## src/rtl/cpu6_store_buffer_pkg.sv

```systemverilog
// cpu6_store_buffer_pkg: shared types and defaults for the cpu6 data-side store buffer.
package cpu6_store_buffer_pkg;
    localparam int SBUF_DEPTH = 4;
    typedef enum logic [1:0] {
        IDLE    = 2'd0,
        ST_REQ  = 2'd1,
        LD_REQ  = 2'd2,
        LD_WAIT = 2'd3
    } sbuf_state_e;
endpackage

```

## src/rtl/cpu6_store_buffer_if.sv

```systemverilog
// cpu6_store_buffer_if: single-outstanding request/grant data bus with separate read return.
interface cpu6_store_buffer_if #(
    parameter int XLEN = 32
);
    logic            req;
    logic            we;
    logic [XLEN-1:0] addr;
    logic [XLEN-1:0] wdata;
    logic            gnt;
    logic            rvalid;
    logic [XLEN-1:0] rdata;
    modport master(output req, we, addr, wdata, input gnt, rvalid, rdata);
    modport slave(input req, we, addr, wdata, output gnt, rvalid, rdata);
endinterface

```

## src/rtl/cpu6_sbuf_fifo.sv

```systemverilog
// cpu6_sbuf_fifo: in-order store entry storage; exposes every slot and a valid vector for forwarding.
module cpu6_sbuf_fifo #(
    parameter int XLEN  = 32,
    parameter int DEPTH = 4,
    parameter int PTRW  = 2
) (
    input  logic            clk,
    input  logic            reset,
    input  logic            push,
    input  logic            pop,
    input  logic [XLEN-3:0] push_addr,
    input  logic [XLEN-1:0] push_data,
    output logic [XLEN-3:0] addr_q [DEPTH],
    output logic [XLEN-1:0] data_q [DEPTH],
    output logic [DEPTH-1:0] valid,
    output logic [PTRW-1:0] head,
    output logic [PTRW:0]   count,
    output logic            full,
    output logic            empty
);
    logic [PTRW-1:0] tail;

    assign full  = count == (PTRW+1)'(DEPTH);
    assign empty = count == '0;

    // a slot is live when its distance from head is below the occupancy
    always_comb begin
        valid = '0;
        for (int i = 0; i < DEPTH; i++)
            valid[i] = {1'b0, PTRW'(i) - head} < count;
    end

    always_ff @(posedge clk or negedge reset)
        if (!reset) begin
            head  <= '0;
            tail  <= '0;
            count <= '0;
        end else begin
            if (push) tail <= tail + PTRW'(1);
            if (pop) head <= head + PTRW'(1);
            count <= count + (PTRW+1)'(push) - (PTRW+1)'(pop);
        end

    always_ff @(posedge clk)
        if (push) begin
            addr_q[tail] <= push_addr;
            data_q[tail] <= push_data;
        end
endmodule

```

## src/rtl/cpu6_store_buffer.sv

```systemverilog
// cpu6_store_buffer: write buffer between the cpu6 M stage and a handshaked data bus,
// with youngest-match store-to-load forwarding and stalling load misses.
module cpu6_store_buffer
    import cpu6_store_buffer_pkg::*;
#(
    parameter int XLEN  = 32,
    parameter int DEPTH = SBUF_DEPTH,
    parameter int PTRW  = $clog2(DEPTH)
) (
    input  logic            clk,
    input  logic            reset,
    input  logic            memwriteM,
    input  logic            memreadM,
    input  logic [XLEN-1:0] dataaddr,
    input  logic [XLEN-1:0] writedata,
    output logic [XLEN-1:0] readdata,
    output logic            stall,
    cpu6_store_buffer_if.master bus
);
    sbuf_state_e     state, state_n;
    logic [XLEN-3:0] addr_q [DEPTH];
    logic [XLEN-1:0] data_q [DEPTH];
    logic [DEPTH-1:0] valid;
    logic [PTRW-1:0] head, nxt;
    logic [PTRW:0]   count;
    logic            full, empty, push, pop, match, hit, miss, rdone;
    logic [XLEN-1:0] fwd, src_data, addr_n, wdata_n;
    logic [XLEN-3:0] src_addr;
    logic            req_n, we_n;
    logic            unused_lo;

    assign unused_lo = ^dataaddr[1:0];

    cpu6_sbuf_fifo #(.XLEN(XLEN), .DEPTH(DEPTH), .PTRW(PTRW)) u_fifo (
        .clk(clk),
        .reset(reset),
        .push(push),
        .pop(pop),
        .push_addr(dataaddr[XLEN-1:2]),
        .push_data(writedata),
        .addr_q(addr_q),
        .data_q(data_q),
        .valid(valid),
        .head(head),
        .count(count),
        .full(full),
        .empty(empty)
    );

    // walk oldest to youngest so the last match wins
    always_comb begin
        match = 1'b0;
        fwd   = '0;
        for (int k = 0; k < DEPTH; k++)
            if (valid[head + PTRW'(k)] && addr_q[head + PTRW'(k)] == dataaddr[XLEN-1:2]) begin
                match = 1'b1;
                fwd   = data_q[head + PTRW'(k)];
            end
    end

    assign hit      = memreadM & match;
    assign miss     = memreadM & ~match;
    assign pop      = (state == ST_REQ) & bus.gnt;
    assign rdone    = (state == LD_WAIT) & bus.rvalid;
    assign stall    = reset & ((memwriteM & full & ~pop) | (state == LD_REQ) |
                      ((state == LD_WAIT) & ~bus.rvalid) |
                      (miss & ((state == IDLE) | (state == ST_REQ))));
    assign push     = memwriteM & ~stall;
    assign readdata = rdone ? bus.rdata : hit ? fwd : '0;
    assign nxt      = head + PTRW'(1);
    // a same-cycle push lands right behind a lone head, so bypass it from the core
    assign src_addr = state != ST_REQ ? addr_q[head] :
                      count == (PTRW+1)'(1) ? dataaddr[XLEN-1:2] : addr_q[nxt];
    assign src_data = state != ST_REQ ? data_q[head] :
                      count == (PTRW+1)'(1) ? writedata : data_q[nxt];

    always_ff @(posedge clk or negedge reset)
        if (!reset) begin
            state     <= IDLE;
            bus.req   <= 1'b0;
            bus.we    <= 1'b0;
            bus.addr  <= '0;
            bus.wdata <= '0;
        end else begin
            state     <= state_n;
            bus.req   <= req_n;
            bus.we    <= we_n;
            bus.addr  <= addr_n;
            bus.wdata <= wdata_n;
        end

    always_comb begin
        state_n = state;
        case (state)
            IDLE:    state_n = miss ? LD_REQ : !empty ? ST_REQ : IDLE;
            ST_REQ:  state_n = !bus.gnt ? ST_REQ : miss ? LD_REQ :
                               (count > (PTRW+1)'(1) || push) ? ST_REQ : IDLE;
            LD_REQ:  state_n = bus.gnt ? LD_WAIT : LD_REQ;
            default: state_n = !bus.rvalid ? LD_WAIT : empty ? IDLE : ST_REQ;
        endcase
    end

    always_comb begin
        req_n   = state_n == LD_REQ || state_n == ST_REQ;
        we_n    = bus.we;
        addr_n  = bus.addr;
        wdata_n = bus.wdata;
        if (state_n == LD_REQ && state != LD_REQ) begin
            we_n   = 1'b0;
            addr_n = {dataaddr[XLEN-1:2], 2'b00};
        end else if (state_n == ST_REQ && (state != ST_REQ || pop)) begin
            we_n    = 1'b1;
            addr_n  = {src_addr, 2'b00};
            wdata_n = src_data;
        end
    end
endmodule
```

## src/flat_wrapper.sv

```systemverilog
// flat-port wrapper written by rule: the top's interface ports become plain ports
module cpu6_store_buffer_flat import cpu6_store_buffer_pkg::*;
#(
    parameter int XLEN  = 32,
    parameter int DEPTH = SBUF_DEPTH,
    parameter int PTRW  = $clog2(DEPTH)
)
  (clk, reset, memwriteM, memreadM, dataaddr, writedata, readdata, stall, bus_req, bus_we, bus_addr, bus_wdata, bus_gnt, bus_rvalid, bus_rdata);
  cpu6_store_buffer_if #(.XLEN(XLEN)) bus_i ();
  input  logic clk;
  input  logic reset;
  input  logic memwriteM;
  input  logic memreadM;
  input  logic [XLEN-1:0] dataaddr;
  input  logic [XLEN-1:0] writedata;
  output logic [XLEN-1:0] readdata;
  output logic stall;
  output wire logic [$bits(bus_i.req)-1:0] bus_req;
  output wire logic [$bits(bus_i.we)-1:0] bus_we;
  output wire logic [$bits(bus_i.addr)-1:0] bus_addr;
  output wire logic [$bits(bus_i.wdata)-1:0] bus_wdata;
  input wire logic [$bits(bus_i.gnt)-1:0] bus_gnt;
  input wire logic [$bits(bus_i.rvalid)-1:0] bus_rvalid;
  input wire logic [$bits(bus_i.rdata)-1:0] bus_rdata;
  assign bus_req = bus_i.req;
  assign bus_we = bus_i.we;
  assign bus_addr = bus_i.addr;
  assign bus_wdata = bus_i.wdata;
  assign bus_i.gnt = bus_gnt;
  assign bus_i.rvalid = bus_rvalid;
  assign bus_i.rdata = bus_rdata;
  cpu6_store_buffer #(.XLEN(XLEN), .DEPTH(DEPTH), .PTRW(PTRW)) u_core (.clk(clk), .reset(reset), .memwriteM(memwriteM), .memreadM(memreadM), .dataaddr(dataaddr), .writedata(writedata), .readdata(readdata), .stall(stall), .bus(bus_i));
endmodule
```

## config.mk

```make
export PLATFORM = sky130hd
export DESIGN_NAME = cpu6_store_buffer_flat
export DESIGN_NICKNAME = d
export VERILOG_FILES = /design/src/rtl/cpu6_store_buffer_pkg.sv /design/src/rtl/cpu6_store_buffer_if.sv /design/src/rtl/cpu6_sbuf_fifo.sv /design/src/rtl/cpu6_store_buffer.sv /design/src/flat_wrapper.sv
export SDC_FILE = /design/constraint.sdc
export NUM_CORES = 1
export LEC_CHECK = 0
export CAP_MARGIN = 15
export CORE_MARGIN = 4
export CORE_UTILIZATION = 58
export CTS_CLUSTER_SIZE = 20
export DETAILED_ROUTE_END_ITERATION = 10
export PLACE_DENSITY = 0.88
export SLEW_MARGIN = 20
export SYNTH_ARGS = -nofsm -noshare
export SYNTH_HDL_FRONTEND = slang
export SYNTH_SLANG_ARGS = --single-unit
```

## constraint.sdc

```tcl
create_clock -name clk -period 9.1 [get_ports clk]
set_clock_uncertainty 0.05 [all_clocks]
set_input_delay 0.91 -clock clk [delete_from_list [all_inputs] [get_ports clk]]
set_output_delay 0.91 -clock clk [all_outputs]
set_load 0.02 [all_outputs]
```

==> metrics, run 1 <==
Worst-Skew Late Latency 0.53 ns; final net count 2116; drt drc 0; synthesized cell area 20300 um^2; die height 195 um; Final period util 0.820; Layout area overhead 15.5%; port bufs 196; RSZ-0062 raised after global routing false; worst-path maximum fanout 54; #FFs+latches synth 321; initial antenna violation count 4; Post-Syn Area per Cell 10.6 um^2; register area 9280 um^2; max_cap viols 0; crit path kind reg -> out; DIE WIDTH 195 um; met1 usage 0.374; Hold Crit Class in -> async; H-Tree Depth 2; busiest grt layer met2; fmax 134 MHz; CP startpoint kind flip-flop; Yosys Warn Count 0; CP bufs+invs 5; peak supply drop 0.243 mV; met3 Use GR 0.0564; Root Driver clkbuf_16; # fillers 2435; crit path from u_core.u_fifo.head[1]; share of layout cells above drive strength 1 0.111; via count 16400; core area 34500 um^2; clk slew on worst S/H paths 0.06 ns; Crit path required time 8.14 ns; Power Dens Cells 356 nW/um^2; CTS Buf Count 35; slew at the pin closest to its max-slew limit 1.13 ns; Die ar. 38100 um^2; WL/cell 23.0 um; Post-synth ARST share 0.227; WHS 0.311 ns; Slew Viols, Final 0; Routability Congestion 0.907; CP Capture Type output pin; sequential fraction of the synthesis area 0.456; CP Cell Sequence buf_4 -> inv_1 -> ha_1 -> nor2b_1 -> o32ai_1 -> mux2_2 -> o2111ai_1 -> nor4_1 -> nor2b_2 -> buf_4 -> o311a_1 -> buf_4 -> a31o_1 -> clkdlybuf4s50_1; CP dominant cell by count buf_4; Resize count post-CTS 0; I/O pin total 201; EDFF count, synth 248; clk sinks 321; antenna-violating nets left 0; Post-Syn Instances 1920; area of the multi-input gates 10200 um^2; residual overflow from global routing 0; dpl hpwl 34800 um; largest net degree at the start of global routing 129; delay-heaviest family, CP buffers and inverters; hold_buf cts 0; clk buf depth 3; Compound-Gate Fraction of Synth Area 0.145; total setup buffers inserted after CTS 0; post-synth cell types 63; Post-Synth XOR/XNOR Area 0.0594; proportion of synthesized area in mux cells 0.191; area share of the largest cell type after synthesis 0.366; GRT Util Overall 0.286; first-pass GRT wire length 87800 um; iteration count of the initial detailed-routing pass 6; post-detailed-route via-to-cell ratio 6.59; Initial Util 0.589; synth top area cells edfxtp_1, mux2i_1, dfrtp_1, mux2_2, nand2_1; CP arrival 6.50 ns; largest family of logic cells by synthesized area multiplexers; TritonCTS clock tree done; Fin Setup TNS 0 ns; Hold Vio Cnt, Final 0; dominant synthesized flop cell edfxtp_1; Slowest Stage Delay on Critical Path 1.00 ns; setup violators final 0; total power 8.36 mW; cell taking the most area after synthesis edfxtp_1; leakage power total 8.44 nW; Synth Area in Adders 0.00959; most common cell after layout, fill and taps aside edfxtp_1; min cycle time layout 7.46 ns; CP max stage cell dfrtp_4; vias in the first global route 16100; met2 usage 0.470; DRT iter0 DRCs 2003; slew margin rel. 0.249; outcome complete, no violations; simple-gate share of the synthesized area 0.0948; R2R Path Start u_core.u_fifo.head[1]; most frequent cells in the layout edfxtp_1, nand2_1, clkdlybuf4s50_1, mux2i_1, o21ai_0; Row Count 68; Detailed Route WL 57000 um
per-layer routing:
| layer | routed length (um) | up-vias |
|---|---|---|
| li1 | - | 7286 |
| met3 | 6040 | 201 |
| met5 | 47 | - |
| met1 | 21400 | 7862 |
| met4 | 2330 | 6 |
| met2 | 27300 | 1008 |
logic make-up (layout without fill, tap and decap cells):
logic type / count (synthesis) / count (layout)
compound gates: 474 / 474
xor+xnor: 138 / 138
fa+ha+maj: 15 / 15
buf+inv: 197 / 302
flops: 321 / 321
mux: 331 / 331
other cells: 1 / 4
simple gates: 443 / 443
cell usage after synthesis (3+ instances only):
cell / n
edfxtp_1: 248
nand2_1: 201
mux2i_1: 193
o21ai_0: 138
a21oi_1: 126
nor2_1: 126
clkbuf_1: 100
o211ai_1: 100
mux2_2: 82
xnor2_1: 77
dfrtp_1: 73
xor2_1: 61
a211oi_1: 44
buf_1: 39
nand3_1: 37
a31o_1: 32
mux4_2: 29
buf_2: 22
nand4_1: 15
nor2b_1: 15
ha_1: 14
inv_1: 14
buf_6: 12
nor4_1: 12
mux2_1: 11
nor3_1: 10
and2_1: 8
buf_4: 8
mux2_4: 8
a31oi_1: 6
mux2i_2: 5
o21ai_1: 5
and3_1: 4
mux2i_4: 3
nand2b_1: 3
o2111ai_1: 3
o221ai_1: 3
or4_1: 3
through the flow:
stage	instance area, um^2	utilization	std cells	setup slack (ns)
finish	23500	0.680	2483	1.64
global route	23500	0.680	2482	1.36
CTS	23500	0.680	2481	1.78
detailed placement	22300	0.646	2417	2.36
global placement	22300	0.646	2417	2.43
floorplan	20300	-	1921	2.73
final timing paths:
check	slack, ns	cells past startpoint	to
worst max-delay path	1.64	14	readdata[1]
worst max register to register	2.38	18	u_core.bus.wdata[20]
max in group asynchronous	7.46	2	u_core.u_fifo.head[0]
min in group clk	0.43	2	u_core.bus.wdata[8]
worst min register to register	0.43	2	u_core.bus.wdata[8]
worst min-delay path	0.31	1	u_core.bus.wdata[14]
state kept, by name (all words and copies together), names as in the netlist:
| signal | cells |
|---|---|
| u_core.state | 2 |
| u_core.bus.we | 1 |
| u_core.bus.wdata | 32 |
| u_core.u_fifo.count | 3 |
| u_core.u_fifo.data_q | 128 |
| u_core.u_fifo.addr_q | 120 |
| u_core.u_fifo.tail | 2 |
| u_core.bus.addr | 30 |
| u_core.u_fifo.head | 2 |
| u_core.bus.req | 1 |
area by class of cell:
class / instances / area share
multi-input combinational: 1403 / 0.435
tap: 455 / 0.0242
inverter: 16 / 0.00277
clock inverter: 18 / 0.00942
timing repair buffer: 222 / 0.0920
clock buffer: 46 / 0.0412
sequential: 321 / 0.395
antenna: 2 / 0.000213
power by group:
part           internal, mW  switching (mW)  total (mW)
logic                  1.85            2.69        4.55
registers              2.00           0.320        2.32
clock network         0.894           0.597        1.49
Power figures use the tool's default switching activity.
==> inputs of run 2 (changes only) <==
- CORE_UTILIZATION: 58 -> 53
- PLACE_DENSITY: 0.88 -> 0.85
- clock period: 9.1 -> 6.1 ns (I/O delays scaled with it)
==> run 2 against run 1 <==
  * Clock power increased by 58%
  * Die area increased by 9.0%
  * Cell count increased by 3.1%
  * Via count decreased by 1.0%
  * Worst setup slack got worse by 1.4 ns
  * Core utilization decreased by 4.7 points
  * Combinational power increased by 52%
  * Sequential power increased by 47%
  * Sequential share of layout area decreased by 0.66 points
  * Global-route usage decreased by 2.2 points
  * Count of clock-buffer cells in the layout increased by 2
  * Critical endpoint is now readdata[22]
  * Non-clock buffer count increased by 16
  * Largest cell class unchanged
==> metrics, run 2 (synthesis gave the netlist of run 1 again) <==
iteration count of the initial detailed-routing pass 6 (unchanged); worst-path maximum fanout 33 (was 54); DRT iter0 DRCs 1854 (was 2003); final net count 2134 (was 2116); Hold Vio Cnt, Final 0 (unchanged); Root Driver clkbuf_16 (unchanged); GRT Util Overall 0.264 (was 0.286); clk sinks 321 (unchanged); design area 23900 um^2 (was 23500 um^2); Worst-Skew Late Latency 0.53 ns (about the same); Die ar. 41600 um^2 (was 38100 um^2); drt drc 0 (unchanged); largest net degree at the start of global routing 129 (unchanged); Biggest register u_core.u_fifo.data_q (unchanged); Worst R2R End u_core.bus.addr[8] (was u_core.bus.wdata[20]); Layout area overhead 17.5% (was 15.5%); Core Util, Final 0.633 (was 0.680); max_cap viols 0 (unchanged); port bufs 196 (unchanged); total setup buffers inserted after CTS 0 (unchanged); Slowest Stage Delay on Critical Path 0.77 ns (was 1.00 ns); crit path from u_core.u_fifo.head[0] (was u_core.u_fifo.head[1]); core area 37800 um^2 (was 34500 um^2); Crit path required time 5.44 ns (was 8.14 ns); Slew Viols, Final 0 (unchanged); dpl hpwl 36000 um (was 34800 um); outcome complete, no violations (unchanged); Resize count post-CTS 0 (unchanged); most frequent cells in the layout edfxtp_1, nand2_1, clkdlybuf4s50_1, mux2i_1, o21ai_0 (unchanged); CP Capture Type output pin (unchanged); register area 9280 um^2 (unchanged); H-Tree Depth 2 (unchanged); most common cell after layout, fill and taps aside edfxtp_1 (unchanged); Final period util 0.963; crit path to readdata[22] (was readdata[1]); Worst R2R Path Depth 17 (was 18); CP max stage cell dfrtp_4 (unchanged); min cycle time layout 5.88 ns; slew at the pin closest to its max-slew limit 1.05 ns (was 1.13 ns); clk buf depth 3 (unchanged); slew margin rel. 0.298 (was 0.249); vias in the first global route 16100 (about the same); Initial Util 0.539 (was 0.589); antenna-violating nets left 0 (unchanged); residual overflow from global routing 0 (unchanged); flop-to-flop setup slack 0.51 ns (was 2.38 ns); WL/cell 22.3 um (was 23.0 um); Post-DP Area 22600 um^2 (was 22300 um^2); I/O pin total 201 (unchanged); Row Count 71 (was 68); CTS Buf Count 37 (was 35); CP dominant cell by count nor4_1 (was buf_4); CP arrival 5.22 ns (was 6.50 ns); Detailed Route WL 57200 um (was 57000 um); leakage power total 8.59 nW (was 8.44 nW); TritonCTS clock tree done (unchanged); CP startpoint kind flip-flop (unchanged); delay-heaviest family, CP buffers and inverters (unchanged); max FFs per register 128 (unchanged); Power Dens Cells 530 nW/um^2 (was 356 nW/um^2); post-detailed-route via-to-cell ratio 6.32 (was 6.59); R2R Path Start u_core.u_fifo.head[0] (was u_core.u_fifo.head[1]); clk slew on worst S/H paths 0.06 ns (about the same); CP Cell Sequence buf_12 -> mux4_2 -> xor2_1 -> nor4_1 -> o2111ai_1 -> nor4_1 -> nor2b_2 -> o311a_1 -> buf_4 -> a31o_1 -> clkdlybuf4s50_1 (was buf_4 -> inv_1 -> ha_1 -> nor2b_1 -> o32ai_1 -> mux2_2 -> o2111ai_1 -> nor4_1 -> nor2b_2 -> buf_4 -> o311a_1 -> buf_4 -> a31o_1 -> clkdlybuf4s50_1); pre-CTS setup slack 0.657 ns (was 2.36 ns); fmax 170 MHz; Worst Slack Setup Final 0.223 ns (was 1.64 ns); Worst path depth 11 (was 14); area of the multi-input gates 10200 um^2 (unchanged); biggest regs u_core.u_fifo.data_q (128), u_core.u_fifo.addr_q (120), u_core.bus.wdata (32) (unchanged); CP bufs+invs 3 (was 5); WHS 0.0350 ns (was 0.311 ns); crit path kind reg -> out (unchanged); share of layout cells above drive strength 1 0.123 (was 0.111); setup violators final 0 (unchanged); Routability Congestion 0.915 (was 0.907); Fin Setup TNS 0 ns (unchanged); Hold Crit Class in -> async (unchanged); first-pass GRT wire length 88100 um (was 87800 um); via count 16200 (was 16400); die height 204 um (was 195 um); initial antenna violation count 4 (unchanged); hold_buf cts 0 (unchanged); # fillers 2753 (was 2435); DIE WIDTH 204 um (was 195 um); RSZ-0062 raised after global routing false (unchanged); peak supply drop 0.342 mV (was 0.243 mV)
==> run 2: final cells by class <==
type | instances | share of cell area
diodes | 4 | 0.000419
clock buffers | 48 | 0.0426
repair buffers | 238 | 0.0990
inverters | 16 | 0.00272
flip-flops and latches | 321 | 0.388
multi-input cells | 1403 | 0.428
well taps | 511 | 0.0267
clock inverters | 20 | 0.0121
==> run 2: routing by layer <==
layer | track usage | vias up | part of all wire
li1 | - | 7309 | -
met5 | 0 | - | 0.00030
met4 | 0.113 | 2 | 0.042
met1 | 0.337 | 7782 | 0.38
met2 | 0.444 | 943 | 0.48
met3 | 0.0482 | 160 | 0.10
==> run 2: how the worst min path moves through the flow <==
stage / from / to / slack (ns) / depth (start not counted)
after floorplan: reset / u_core.bus.addr[10] / 0.26 / 0
after global placement: u_core.bus.wdata[13] / u_core.bus.wdata[13] / 0.41 / 2
after detailed placement: u_core.bus.wdata[31] / u_core.bus.wdata[31] / 0.42 / 2
after CTS: reset / u_core.bus.wdata[15] / 0.04 / 1
after global routing: reset / u_core.bus.wdata[22] / 0.05 / 1
final: reset / u_core.bus.wdata[6] / 0.04 / 1
==> run 2: power by group <==
part	leakage (nW)	switching (mW)	total, mW	internal (mW)
registers	3.13	0.435	3.42	2.98
clock network	0.633	0.906	2.35	1.45
logic	4.83	4.05	6.91	2.85
==> run 2: per-stage QoR <==
stage               total power [mW]  cells
detailed placement              10.2   2489
floorplan                       8.28   1921
global placement                9.92   2489
global route                    13.4   2560
CTS                             12.6   2557
finish                          12.7   2561
